**src/rtl/histeq_pkg.sv**
```systemverilog
// ---------------------------------------------------------------------------
// histeq_pkg -- definitions shared by the histogram-equalisation blocks.
//   NBINS_DEF / SIZE_DEF : default bin count and pixels per frame
//   ADDR_W / DATA_W      : histogram address and count widths
//   LUT_W                : equalisation LUT data width
//   state_t              : cdf_sequencer FSM encoding
//   sat_lut()            : clamps a divider quotient to the LUT range
// ---------------------------------------------------------------------------
package histeq_pkg;

  localparam int NBINS_DEF = 256;
  localparam int SIZE_DEF  = 1600;
  localparam int ADDR_W    = 8;
  localparam int DATA_W    = 32;
  localparam int LUT_W     = 8;

  typedef enum logic [3:0] {
    IDLE,
    SCAN_RD,
    SCAN_CHK,
    SUM_RD,
    SUM_ACC,
    SETUP,
    FIRE,
    WAIT,
    WRITE,
    FIN
  } state_t;

  localparam logic [DATA_W-1:0] LUT_MAX = (1 << LUT_W) - 1;

  // Quotients above the LUT range pin to full scale instead of wrapping.
  function automatic logic [LUT_W-1:0] sat_lut(input logic [DATA_W-1:0] g);
    return (g > LUT_MAX) ? {LUT_W{1'b1}} : g[LUT_W-1:0];
  endfunction

endpackage

```
**src/rtl/cdf_sequencer_if.sv**
```systemverilog
// ---------------------------------------------------------------------------
// cdf_sequencer_if -- histogram read port, divider port and LUT write port
// of the CDF sequencer, bundled.
//   hist_rd_addr / hist_rd_data : histogram RAM read (data one cycle later)
//   cdf_min / cdf_out / div_en  : divider operands and start pulse
//   g_in / g_ready              : divider quotient and done strobe
//   lut_wr_en/addr/data         : equalisation LUT write
// Modports: master = sequencer side, slave = memory/divider/LUT side.
// ---------------------------------------------------------------------------
interface cdf_sequencer_if;
  import histeq_pkg::*;

  logic [ADDR_W-1:0] hist_rd_addr;
  logic [DATA_W-1:0] hist_rd_data;
  logic [DATA_W-1:0] cdf_min;
  logic [DATA_W-1:0] cdf_out;
  logic              div_en;
  logic [DATA_W-1:0] g_in;
  logic              g_ready;
  logic              lut_wr_en;
  logic [ADDR_W-1:0] lut_wr_addr;
  logic [LUT_W-1:0]  lut_wr_data;

  modport master (
    output hist_rd_addr, cdf_min, cdf_out, div_en,
           lut_wr_en, lut_wr_addr, lut_wr_data,
    input  hist_rd_data, g_in, g_ready
  );

  modport slave (
    input  hist_rd_addr, cdf_min, cdf_out, div_en,
           lut_wr_en, lut_wr_addr, lut_wr_data,
    output hist_rd_data, g_in, g_ready
  );

endinterface

```
**src/rtl/cdf_sequencer.sv**
```systemverilog
// ---------------------------------------------------------------------------
// cdf_sequencer -- walks a histogram, finds the first non-zero bin (cdf_min),
// then for every bin accumulates the CDF, hands it to an external divider
// and writes the saturated quotient into the equalisation LUT.
//   clk, reset (async, active low), start (pulse, ignored while busy)
//   busy : high from the cycle after start until done
//   done : one-cycle pulse after the last LUT write
//   bus  : cdf_sequencer_if.master (histogram, divider, LUT ports)
// Optional: define CDF_SUM_CHECK_EN to add sum_err, set in FIN when the
// histogram total differs from SIZE.
// ---------------------------------------------------------------------------
module cdf_sequencer
  import histeq_pkg::*;
#(
  parameter int NBINS = NBINS_DEF,
  parameter int SIZE  = SIZE_DEF
) (
  input  logic clk,
  input  logic reset,
  input  logic start,
  output logic busy,
  output logic done,
`ifdef CDF_SUM_CHECK_EN
  output logic sum_err,
`endif
  cdf_sequencer_if.master bus
);

  if (NBINS < 2 || NBINS > (1 << ADDR_W) || SIZE < 1) begin : g_cfg_check
    $error("cdf_sequencer: NBINS must be 2..256 and SIZE positive");
  end

  localparam logic [ADDR_W-1:0] LAST = ADDR_W'(NBINS - 1);

  state_t            state_q, state_d;
  logic [ADDR_W-1:0] i_q;
  logic [DATA_W-1:0] sum_q;
  logic [DATA_W-1:0] cdf_min_q;
  logic [DATA_W-1:0] cdf_out_q;
  logic [DATA_W-1:0] g_q;
  logic              rd_nz;
  logic              last_bin;

  assign rd_nz    = (bus.hist_rd_data != '0);
  assign last_bin = (i_q == LAST);

  // next-state
  always_comb begin
    state_d = state_q;
    case (state_q)
      IDLE:     if (start) state_d = SCAN_RD;
      SCAN_RD:  state_d = SCAN_CHK;
      // an all-zero histogram still runs the full per-bin pass
      SCAN_CHK: state_d = (rd_nz || last_bin) ? SUM_RD : SCAN_RD;
      SUM_RD:   state_d = SUM_ACC;
      SUM_ACC:  state_d = SETUP;
      // SETUP lets the divider's input registers see a settled cdf_out
      SETUP:    state_d = FIRE;
      FIRE:     state_d = WAIT;
      WAIT:     if (bus.g_ready) state_d = WRITE;
      WRITE:    state_d = last_bin ? FIN : SUM_RD;
      FIN:      state_d = IDLE;
      default:  state_d = IDLE;
    endcase
  end

  // state + datapath
  always_ff @(posedge clk or negedge reset) begin
    if (!reset) begin
      state_q   <= IDLE;
      i_q       <= '0;
      sum_q     <= '0;
      cdf_min_q <= '0;
      cdf_out_q <= '0;
      g_q       <= '0;
    end else begin
      state_q <= state_d;
      case (state_q)
        IDLE: if (start) begin
          i_q       <= '0;
          sum_q     <= '0;
          cdf_min_q <= '0;
        end
        SCAN_CHK: begin
          if (rd_nz) begin
            cdf_min_q <= bus.hist_rd_data;
            i_q       <= '0;
          end else if (last_bin) begin
            i_q <= '0;
          end else begin
            i_q <= i_q + 1'b1;
          end
        end
        // cdf_out only changes here, so it is frozen across SETUP..WRITE
        SUM_ACC: begin
          sum_q     <= sum_q + bus.hist_rd_data;
          cdf_out_q <= sum_q + bus.hist_rd_data;
        end
        WAIT:  if (bus.g_ready) g_q <= bus.g_in;
        WRITE: if (!last_bin) i_q <= i_q + 1'b1;
        default: ;
      endcase
    end
  end

`ifdef CDF_SUM_CHECK_EN
  always_ff @(posedge clk or negedge reset) begin
    if (!reset)                        sum_err <= 1'b0;
    else if (state_q == IDLE && start) sum_err <= 1'b0;
    else if (state_q == FIN)           sum_err <= (sum_q != DATA_W'(SIZE));
  end
`endif

  // outputs: decoded from state so reset zeroes them without waiting a clock
  assign bus.hist_rd_addr = i_q;
  assign bus.cdf_min      = cdf_min_q;
  assign bus.cdf_out      = cdf_out_q;
  assign bus.div_en       = (state_q == FIRE);
  assign bus.lut_wr_en    = (state_q == WRITE);
  assign bus.lut_wr_addr  = (state_q == WRITE) ? i_q : '0;
  assign bus.lut_wr_data  = (state_q == WRITE) ? sat_lut(g_q) : '0;
  assign busy             = (state_q != IDLE);
  assign done             = (state_q == FIN);

endmodule

```
**src/flat_wrapper.sv**
```systemverilog
// flat-port wrapper written by rule: the top's interface ports become plain ports
module cdf_sequencer_flat import histeq_pkg::*;
#(
  parameter int NBINS = NBINS_DEF,
  parameter int SIZE  = SIZE_DEF
)
  (clk, reset, start, busy, done, bus_hist_rd_addr, bus_cdf_min, bus_cdf_out, bus_div_en, bus_lut_wr_en, bus_lut_wr_addr, bus_lut_wr_data, bus_hist_rd_data, bus_g_in, bus_g_ready);
  cdf_sequencer_if bus_i ();
  input  logic clk;
  input  logic reset;
  input  logic start;
  output logic busy;
  output logic done;
  output wire logic [$bits(bus_i.hist_rd_addr)-1:0] bus_hist_rd_addr;
  output wire logic [$bits(bus_i.cdf_min)-1:0] bus_cdf_min;
  output wire logic [$bits(bus_i.cdf_out)-1:0] bus_cdf_out;
  output wire logic [$bits(bus_i.div_en)-1:0] bus_div_en;
  output wire logic [$bits(bus_i.lut_wr_en)-1:0] bus_lut_wr_en;
  output wire logic [$bits(bus_i.lut_wr_addr)-1:0] bus_lut_wr_addr;
  output wire logic [$bits(bus_i.lut_wr_data)-1:0] bus_lut_wr_data;
  input wire logic [$bits(bus_i.hist_rd_data)-1:0] bus_hist_rd_data;
  input wire logic [$bits(bus_i.g_in)-1:0] bus_g_in;
  input wire logic [$bits(bus_i.g_ready)-1:0] bus_g_ready;
  assign bus_hist_rd_addr = bus_i.hist_rd_addr;
  assign bus_cdf_min = bus_i.cdf_min;
  assign bus_cdf_out = bus_i.cdf_out;
  assign bus_div_en = bus_i.div_en;
  assign bus_lut_wr_en = bus_i.lut_wr_en;
  assign bus_lut_wr_addr = bus_i.lut_wr_addr;
  assign bus_lut_wr_data = bus_i.lut_wr_data;
  assign bus_i.hist_rd_data = bus_hist_rd_data;
  assign bus_i.g_in = bus_g_in;
  assign bus_i.g_ready = bus_g_ready;
  cdf_sequencer #(.NBINS(NBINS), .SIZE(SIZE)) u_core (.clk(clk), .reset(reset), .start(start), .busy(busy), .done(done), .bus(bus_i));
endmodule
```
**config.mk**
```make
export PLATFORM = sky130hd
export DESIGN_NAME = cdf_sequencer_flat
export DESIGN_NICKNAME = d
export VERILOG_FILES = /design/src/rtl/histeq_pkg.sv /design/src/rtl/cdf_sequencer_if.sv /design/src/rtl/cdf_sequencer.sv /design/src/flat_wrapper.sv
export SDC_FILE = /design/constraint.sdc
export NUM_CORES = 1
export LEC_CHECK = 0
export CAP_MARGIN = 25
export CELL_PAD_IN_SITES_DETAIL_PLACEMENT = 1
export CELL_PAD_IN_SITES_GLOBAL_PLACEMENT = 1
export CORE_ASPECT_RATIO = 0.5
export CORE_MARGIN = 2
export CORE_UTILIZATION = 40
export CTS_CLUSTER_DIAMETER = 80
export DETAILED_ROUTE_END_ITERATION = 12
export PLACE_DENSITY_LB_ADDON = 0.1
export SYNTH_ARGS = -nofsm -noshare
export SYNTH_HDL_FRONTEND = slang
export SYNTH_SLANG_ARGS = --single-unit
```
**constraint.sdc**
```tcl
create_clock -name clk -period 3.8 [get_ports clk]
set_input_delay 1.14 -clock clk [delete_from_list [all_inputs] [get_ports clk]]
set_output_delay 1.14 -clock clk [all_outputs]
set_load 0.05 [all_outputs]
```
==> results.toml <==
[sta]
slew_viol_final = 0
post-route-period-util = 0.9538
hold_viol = 0
setup_ws_ps = 175.6
fin_worst_skew_ps = 8.174
tns_ps = 0
min_period_ps = 3624
worstMarginPinSlew_ps = 777.4
slew-limit-headroom = 0.4789
max_freq_mhz = 275.9
rsz0062_at_grt = "no"
setup_violations = 0

[cts]
clock_sinks = 140
ctsHoldBuffers = 0
cts_root_buffer = "clkbuf_16"
cts.clk_slew.worst_paths_ps = 60
clock_path_buffers = 2
clkLatencyLatePin_ps = 430
htreeDepth = 4
cts_tree = "done"
cts_buffers = 17

[placed_design]
post_dp_cell_area_um2 = 9305
gp_congestion = 0.8386
dp_hpwl_um = 16120
pre_cts_ws_ps = -15.83
dpl.cell_count = 1122
portBuffers = 159

[hold_path]
hold_path.class = "flop to flop"

[worst_setup_path]
cp.arrival_ps = 2480
r2r_slack_ps = 1180
critPathKind = "flop to output pin"
crit_slowest_cell = "clkdlybuf4s50_1"
critPathMaxStageDelay_ps = 790
start_kind = "flop"
crit_family = "buffers and inverters"
endpoint_kind = "output pin"
crit_fanout = 14
cp_cell_sequence = "buf_4, nor2_1, nand3b_1, inv_1, and2_1, clkdlybuf4s50_1"
worst_ep_required_time_ps = 2660
path_buf_inv = 3

[synthesis]
synth-simple-area-share = 0.1702
synth_top_family_by_area = "simple AND/OR/NAND/NOR gates"
ys.flop_type = "dfrtp_1"
synth.area.top_cells = "dfrtp_1, nand2_1, mux2_2, ha_1, a22o_1"
netlist_instances = 727
synthAdderAreaFrac = 0.05799
synth-edff-count = 0
ys_types = 60
yosys.cell_count.top_type = "dfrtp_1"
synth_commonest_cells = "dfrtp_1, nand2_1, nor2_1"
synth.avg_cell_area_um2 = 9.972
synth_compound_area_frac = 0.1614
synth_area_um2 = 7249
synth_largest_area_cell = "dfrtp_1"
synth.area.mux_share = 0.06489
yosysSeqAreaShare = 0.4833
ys_ff_latch = 140
synth-xor-area-share = 0.03866
syn-num-nets = 828
synth_top_area_frac = 0.4833
yosysWarnings = 0
synthArstFlopShare = 1.000

[floorplanning]
dieArea_um2 = 19280
chipWidth_um = 194.4
num_rows = 34
fp.coreArea_um2 = 17570
initial_core_util = 0.4126
dieHeight_um = 99.20
ios = 160

[layout]
antenna_cells = 0
fin_nets = 1008
final_area_um2 = 9975
finalNonFillerCells = 1154
drive_gt1_frac = 0.1435
syn_to_final_growth_pct = 37.59

[global_route]
gr-total-overflow = 0
grtUsageTotal = 0.2406
antenna_found_initial = 0
grt_pass1_wl_um = 36630
grt_max_degree = 52
grt_pass1_vias = 6707

[route]
via_count = 6278
drc = 14
drt_wl_total_um = 22480
wire_per_inst_um = 19.48
ant_nets = 0
avgViaCountPerCell = 5.440
drt_pass1_iterations = 10
drt_iter0_drc = 234

[job]
cap_violations = 0

[pwr]
ir_drop_v = 0.0004493
total_power_mw = 9.409
power.density_nw_per_um2 = 943.3
p_leak_nw = 4.691

[outcome]
violations = "design-rule violations"
status = "complete, but fails checks"
## final timing paths
kind / startpoint / endpoint / cells after the start
setup / recovery: u_core.state_q[1] / bus_lut_wr_addr[2] / 6
min in group asynchronous: reset / u_core.sum_q[11] / 1
hold / removal: u_core.bus.cdf_out[30] / u_core.bus.cdf_out[30] / 2
hold reg to reg: u_core.bus.cdf_out[30] / u_core.bus.cdf_out[30] / 2
setup reg to reg: u_core.sum_q[0] / u_core.bus.cdf_out[26] / 9
max in group asynchronous: reset / u_core.g_q[21] / 2
## cells by family after synthesis
kind of cell	after synthesis
flops	140
xor+xnor	32
simple gates	272
fa+ha+maj	33
compound gates	165
mux	42
buf+inv	43
## area by class of cell
cell class	instances	area, µm²
multi-input cells	544	3601
inverters	9	33.78
repair buffers	195	1908
clock buffers	21	470.5
fillers	1948	7595
clock inverters	11	165.2
well taps	234	292.8
flip-flops and latches	140	3503
## registers in the layout (all words and copies together) (netlist names)
register	flops
u_core.bus.cdf_min	32
u_core.bus.cdf_out	32
u_core.g_q	32
u_core.sum_q	32
u_core.bus.hist_rd_addr	8
u_core.state_q	4
## routing by layer
metal  vias to the layer above  global-route usage  wire [µm]
met5                         -                   0          0
met4                         0             0.04438        116
met3                        10             0.04713        831
met2                       108              0.3841      10200
met1                      3199              0.3451      11330
li1                       2961                   -          -
## report_power, final
part           switching [mW]  internal (mW)
logic                    3.11           1.90
registers               0.416           2.16
clock network           0.676           1.15
## placed cells by master (no fill, tap or decap), types with 4 or more instances in the layout
cell type	Yosys	layout
a21oi_2	2	4
a22o_1	40	40
clkinvlp_4	0	4
nand4_1	12	12
bufinv_16	0	4
o21ai_0	20	20
clkbuf_16	0	17
nand2b_1	4	4
a21oi_1	43	41
nand3_1	12	12
and2_1	12	12
a21o_1	11	11
clkdlybuf4s50_1	0	144
xnor2_1	18	18
ha_1	32	32
dlymetal6s2s_1	0	11
o21bai_1	5	5
xor2_1	14	14
buf_4	0	37
nand2_1	136	136
nor3_1	10	8
o211ai_1	7	7
dfrtp_1	140	140
o21ai_1	8	8
nor4_1	16	15
nor2_1	52	51
mux2_2	40	40
inv_1	9	9
## metrics by stage
stage	utilization	hold slack [ps]
6_report	0.5677	476.0
5_1_grt	0.5677	498.3
4_1_cts	0.5658	483.8
3_5_place_dp	0.5296	468.1
3_3_place_gp	0.5296	463.2
2_1_floorplan	-	449.9
## tightest hold or removal path: stages (launching register included)
cell and delay, ps:
dfrtp_1 340, nand2_1 40, o21ai_0 60
## repair_timing
item | in CTS | in global routing
setup endpoints to repair | 0 | 11
resized for setup | 0 | 12
buffers inserted | 0 | 0
(Power assumes the default switching activity.)
==> variant 1, RTL diff (config.mk and constraints unchanged) <==
`DATA_W`: 32 -> 48.
--- a/src/rtl/histeq_pkg.sv
+++ b/src/rtl/histeq_pkg.sv
@@ -11,7 +11,7 @@
   localparam int NBINS_DEF = 256;
   localparam int SIZE_DEF  = 1600;
   localparam int ADDR_W    = 8;
-  localparam int DATA_W    = 32;
+  localparam int DATA_W    = 48;
   localparam int LUT_W     = 8;
 
   typedef enum logic [3:0] {
Interface: changed (resized bus_cdf_min, bus_cdf_out, bus_g_in and bus_hist_rd_data); port bits go from 160 to 224. No check against the original RTL was run, so the function may have changed too.
==> variant 1 against the unedited design <==
  * Synthesized area is 48% higher
  * Wire length is 64% higher
  * Sequential cell count is 64 higher
  * Via count is 58% higher
  * Cell area is 54% higher
  * Maximum frequency is 0.82% lower
  * Power is 53% higher
  * Worst setup slack worse by 30 ps
  * Largest cell class unchanged
  * Highest routed layer unchanged
==> variant 1: results (changes against the unedited design) <==
- The destination of the worst hold path is u_core.bus.cdf_out[0].
- The run finished with clean final reports.
- The global routing usage on met1 is 0.355 (+0.0100).
- The count of H-tree levels built during CTS is 1 (-3).
- The iteration count of the initial detailed-routing pass is 4 (-6).
- The clock buffer count from CTS is 21 (+4).
- The wire length on met2 is 17800 um (+75%).
- The total net switching power is 6470 uW (+54%).
- The final critical delay including setup and external delays is 3650 ps (+29.9 ps).
- The instance count after placement with tap cells included is 1779 (+59%).
- The worst setup skew after layout is 11.3 ps (+3.16 ps).
- The power attributed to sequential cells is 3800 uW (+47%).
- The reg-to-reg endpoint is u_core.bus.cdf_out[32].
- The average wire per standard cell is 20.3 um (+4.4%).
- The non-clock inverter total of the final layout is 22 (+13).
- The relative slew slack was 0.443 (-0.0354).
- The clock network power was 2250 uW (+24%).
- The net count of the mapped netlist is 1238 (+50%).
- The clock latency on the worst-skew pair is 520 ps (+90 ps).
- The maximum fanout count along the critical path came to 4 (-10).
- The met3 usage came to 0.0439 (-0.00320).
- The origin of the worst setup path is bus_hist_rd_data[1].
- The final standard cell utilization of the core is 0.582 (+0.0140).
- The compound-cell area share of the yosys netlist is 0.180 (+0.0188).
- The total half-perimeter wirelength after legalization and detailed placement was 27500 um (+71%).
- The number of distinct library cells after synthesis came to 72 (+20%).
- The net total in the final layout is 1602 (+59%).
- The maximum root-to-sink buffer count is 3 (+1).
- Grouping stages by cell kind, the critical path spends the most delay in compound AO/OA/AOI/OAI gates.
- The maximum number of pins on one net before global-route repair came to 76 (+46%).
- The layout filler cell count is 2959 (+52%).
- The maximum cell stage delay along the critical path is 440 ps (-350 ps).
- The number of global-route vias before repair is 10.8k (+62%).
- The worst slack at placement is -735 ps (-720 ps).
- The worst hold-check slack was 474 ps (-1.71 ps).
- The global-route wire length before repair is 59900 um (+63%).
- The proportion of synthesized area in mux cells is 0.0595 (-0.00543).
- The adder-cell area share of the yosys netlist is 0.0578 (-0.000162).
- The clock buffer and inverter area fraction after layout came to 0.0476 (-0.0161).
- The number of buffers added on ports was 223 (+40%).
- The flop-to-flop setup slack is 810 ps (-370 ps).
- The non-clock buffering overhead in the final layout is 0.231 (+0.0401).
- The wire length on met3 came to 1430 um (+71%).
- The violation count after the first detailed-routing iteration came to 450 (+92%).
- The number of multi-input logic gates is 809 (+49%).
- The count of buffers not belonging to the clock network in the layout is 395 (+100%).
- The data arrival time of the critical path is 4060 ps (+1580 ps).
- The weighted congestion at the end of routability-driven global placement is 0.896 (+6.9%).
- The sequential fraction of total cell area is 0.333 (-0.0186).
[variant 1: cell types whose count changed after synthesis, moves of 7 or more]
cell                       unedited run  this run
sky130_fd_sc_hd__inv_1                9        22
sky130_fd_sc_hd__buf_2                8         1
sky130_fd_sc_hd__dfrtp_1            140       204
sky130_fd_sc_hd__ha_1                32        48
sky130_fd_sc_hd__nand2_1            136       213
sky130_fd_sc_hd__nand4_1             12        22
sky130_fd_sc_hd__clkbuf_1            25        41
sky130_fd_sc_hd__o21ai_0             20        54
sky130_fd_sc_hd__mux2_2              40        54
sky130_fd_sc_hd__nor4_1              16        27
sky130_fd_sc_hd__a21oi_1             43        80
sky130_fd_sc_hd__nor2_1              52        37
sky130_fd_sc_hd__a22o_1              40        55
sky130_fd_sc_hd__a21o_1              11        27
[variant 1: repair_timing]
item | 4_1_cts | 5_1_grt
pin swaps | 1 | 15
hold buffers | 0 | 0
buffers inserted | 0 | 3
resized for setup | 5 | 19
endpoints found under the setup margin | 13 | 33
==> variant 2, RTL diff (same flow settings) <==
Without the edit above. Encoding of `state_t`: now one-hot (10 bits for 10 states).
--- a/src/rtl/histeq_pkg.sv
+++ b/src/rtl/histeq_pkg.sv
@@ -14,17 +14,17 @@
   localparam int DATA_W    = 32;
   localparam int LUT_W     = 8;
 
-  typedef enum logic [3:0] {
-    IDLE,
-    SCAN_RD,
-    SCAN_CHK,
-    SUM_RD,
-    SUM_ACC,
-    SETUP,
-    FIRE,
-    WAIT,
-    WRITE,
-    FIN
+  typedef enum logic [9:0] {
+    IDLE     = 10'b0000000001,
+    SCAN_RD  = 10'b0000000010,
+    SCAN_CHK = 10'b0000000100,
+    SUM_RD   = 10'b0000001000,
+    SUM_ACC  = 10'b0000010000,
+    SETUP    = 10'b0000100000,
+    FIRE     = 10'b0001000000,
+    WAIT     = 10'b0010000000,
+    WRITE    = 10'b0100000000,
+    FIN      = 10'b1000000000
   } state_t;
 
   localparam logic [DATA_W-1:0] LUT_MAX = (1 << LUT_W) - 1;
Behaviour: no difference found for any inputs over 10 cycles, from zero or initial values and one cycle with reset low; not proved beyond that.
==> variant 2 against the unedited design <==
  * Clock skew increased by 6.1 ps
  * Largest cell class unchanged
  * Sequential cell count is 6 higher
  * Sequential share of layout area decreased by 0.22 points
  * Highest routed layer is now met5
  * Global-route usage rose by 1.8 points
  * Synthesized area rose by 3.8%
  * Wire length grew 8.3%
  * Utilization is essentially flat
  * Via count grew 8.4%
  * Cell area increased by 5.0%
  * Worst setup slack worse by 0.70 ps
  * First-iteration DRC count fell by 8.5%
Power is not compared: it rests on default switching activity, and its combinational part moved more than twofold at a synthesized area within 25%.
==> variant 2: results (changes against the unedited design) <==
- The violation count after the first detailed-routing iteration is 214 (-8.5%).
- The maximum root-to-sink buffer count was 2 (unchanged).
- The flow ran to the end, and the final reports show no timing, DRC or antenna violations.
- The overall track demand over capacity in global routing is 0.259 (+0.0181).
- The warning count from the yosys run is 0 (unchanged).
- The global-route wire length before repair is 40000 um (+9.3%).
- The total half-perimeter wirelength after legalization and detailed placement was 17200 um (+6.9%).
- The origin of the worst setup path is u_core.state_q[1].
- The share of synthesized area occupied by flip-flops and latches was 0.486 (+0.00236).
- The net total in the final layout is 1100 (+9.1%).
- The number of distinct library cells after synthesis was 68 (+13%).
- The net count of the mapped netlist was 917 (+11%).
- The count of final max-slew check failures is 0 (unchanged).
- The relative slew slack is 0.580 (+0.101).
- The average wire per standard cell was 19.2 um (-1.6%).
- The launch point of the worst reg-to-reg path is u_core.state_q[0].
- The cell sitting at the root of the clock tree is a sky130_fd_sc_hd__clkbuf_16.
- The layout filler cell count is 2074 (+6.5%).
- The number of buffers added on ports is 159 (unchanged).
- The post-cts sizing count came to 1 (+1).
- The async set-or-reset flop fraction in the synthesized netlist came to 1.00 (unchanged).
- The weighted congestion at the end of routability-driven global placement is 0.878 (+4.7%).
- The post-CTS setup repair buffer count is 0 (unchanged).
- The maximum ir drop on the vdd rail is 0.351 mV.
- After synthesis, the cell types taking the most area are sky130_fd_sc_hd__dfrtp_1 (48%), sky130_fd_sc_hd__nand2_1 (12%), sky130_fd_sc_hd__ha_1 (5.3%).
- The clock buffer count from CTS is 17 (unchanged).
- Ranked by instance count, the synthesized netlist is headed by sky130_fd_sc_hd__nand2_1 (236), sky130_fd_sc_hd__dfrtp_1 (145), sky130_fd_sc_hd__nor2_1 (47).
- The iteration count of the initial detailed-routing pass came to 4 (-6).
- The post-synthesis area per instance is 9.22 sq um (-7.5%).
- The number of diodes is 0 (unchanged).
- The source of the worst hold timing path is u_core.sum_q[20].
- The instance count after placement with tap cells included is 1239 (+10%).
- The maximum number of pins on one net before global-route repair is 66 (+27%).
- The clock latency on the worst-skew pair is 430 ps (about the same).
- The number of antenna violations at the first check in global routing is 1 (+1).
- The worst setup skew after layout is 14.3 ps (+6.08 ps).
- The clock-pin transition on the worst setup and hold timing paths is roughly 70 ps.
- The number of vias after detailed routing is 6804 (+8.4%).
- The ratio of cells with drive above 1 in the final layout is 0.125 (-0.0190).
- The aggregate routed wire length is 24400 um (+8.3%).
- The maximum fanout count along the critical path is 7 (-7).
- The number of global-route vias before repair is 7411 (+10%).
variant 2: final timing paths:
kind / end / slack (ps) / cells after the start
worst max-delay path: done / 170 / 4
worst max register to register: u_core.sum_q[6] / 790 / 10
worst min-delay path: u_core.sum_q[20] / 480 / 2
max in group asynchronous: u_core.g_q[28] / 2270 / 2
worst min register to register: u_core.sum_q[20] / 480 / 2
min in group asynchronous: u_core.g_q[4] / 700 / 1
variant 2: metrics by stage:
step	hold slack, ps	worst slack (ps)	utilization	TNS [ps]	cell area, sq um
floorplan	446	225	-	0	7550
global placement	458	0.846	0.532	0	9810
detailed placement	467	-87.7	0.532	-408	9810
CTS	484	43.1	0.568	0	10500
global route	498	23.2	0.568	0	10500
finish	480	175	0.568	0	10500
variant 2: final cells by class:
class	instances	area share
Clock buffer	21	0.0459
Clock inverter	11	0.0167
Inverter	16	0.00609
Multi-Input combinational cell	621	0.354
Sequential cell	146	0.349
Tap cell	259	0.0309
Timing Repair Buffer	197	0.197
variant 2: cells by family after synthesis:
group / share of synthesized area
compound gates: 0.160
xor+xnor: 0.0361
fa+ha+maj: 0.0559
buf+inv: 0.0269
flops: 0.486
mux: 0.00715
simple gates: 0.228
variant 2: critical path, cell delays in order, from the launching register on:
cell	delay (ps)
sky130_fd_sc_hd__dfrtp_1	480
sky130_fd_sc_hd__nor4_2	350
sky130_fd_sc_hd__nand2_1	150
sky130_fd_sc_hd__nor3b_1	220
sky130_fd_sc_hd__clkdlybuf4s50_1	850
variant 2: where the power goes:
group	switching (uW)	internal [uW]
Sequential	184	1810
Combinational	1480	779
Clock	702	1170
variant 2: layer usage:
layer  vias to the layer above  wire length, um  GRT usage
met5                         -               13          0
met4                         2              263     0.0625
met3                        23              901     0.0472
met2                       142            11700      0.440
met1                      3441            11500      0.346
li1                       3196                -          -
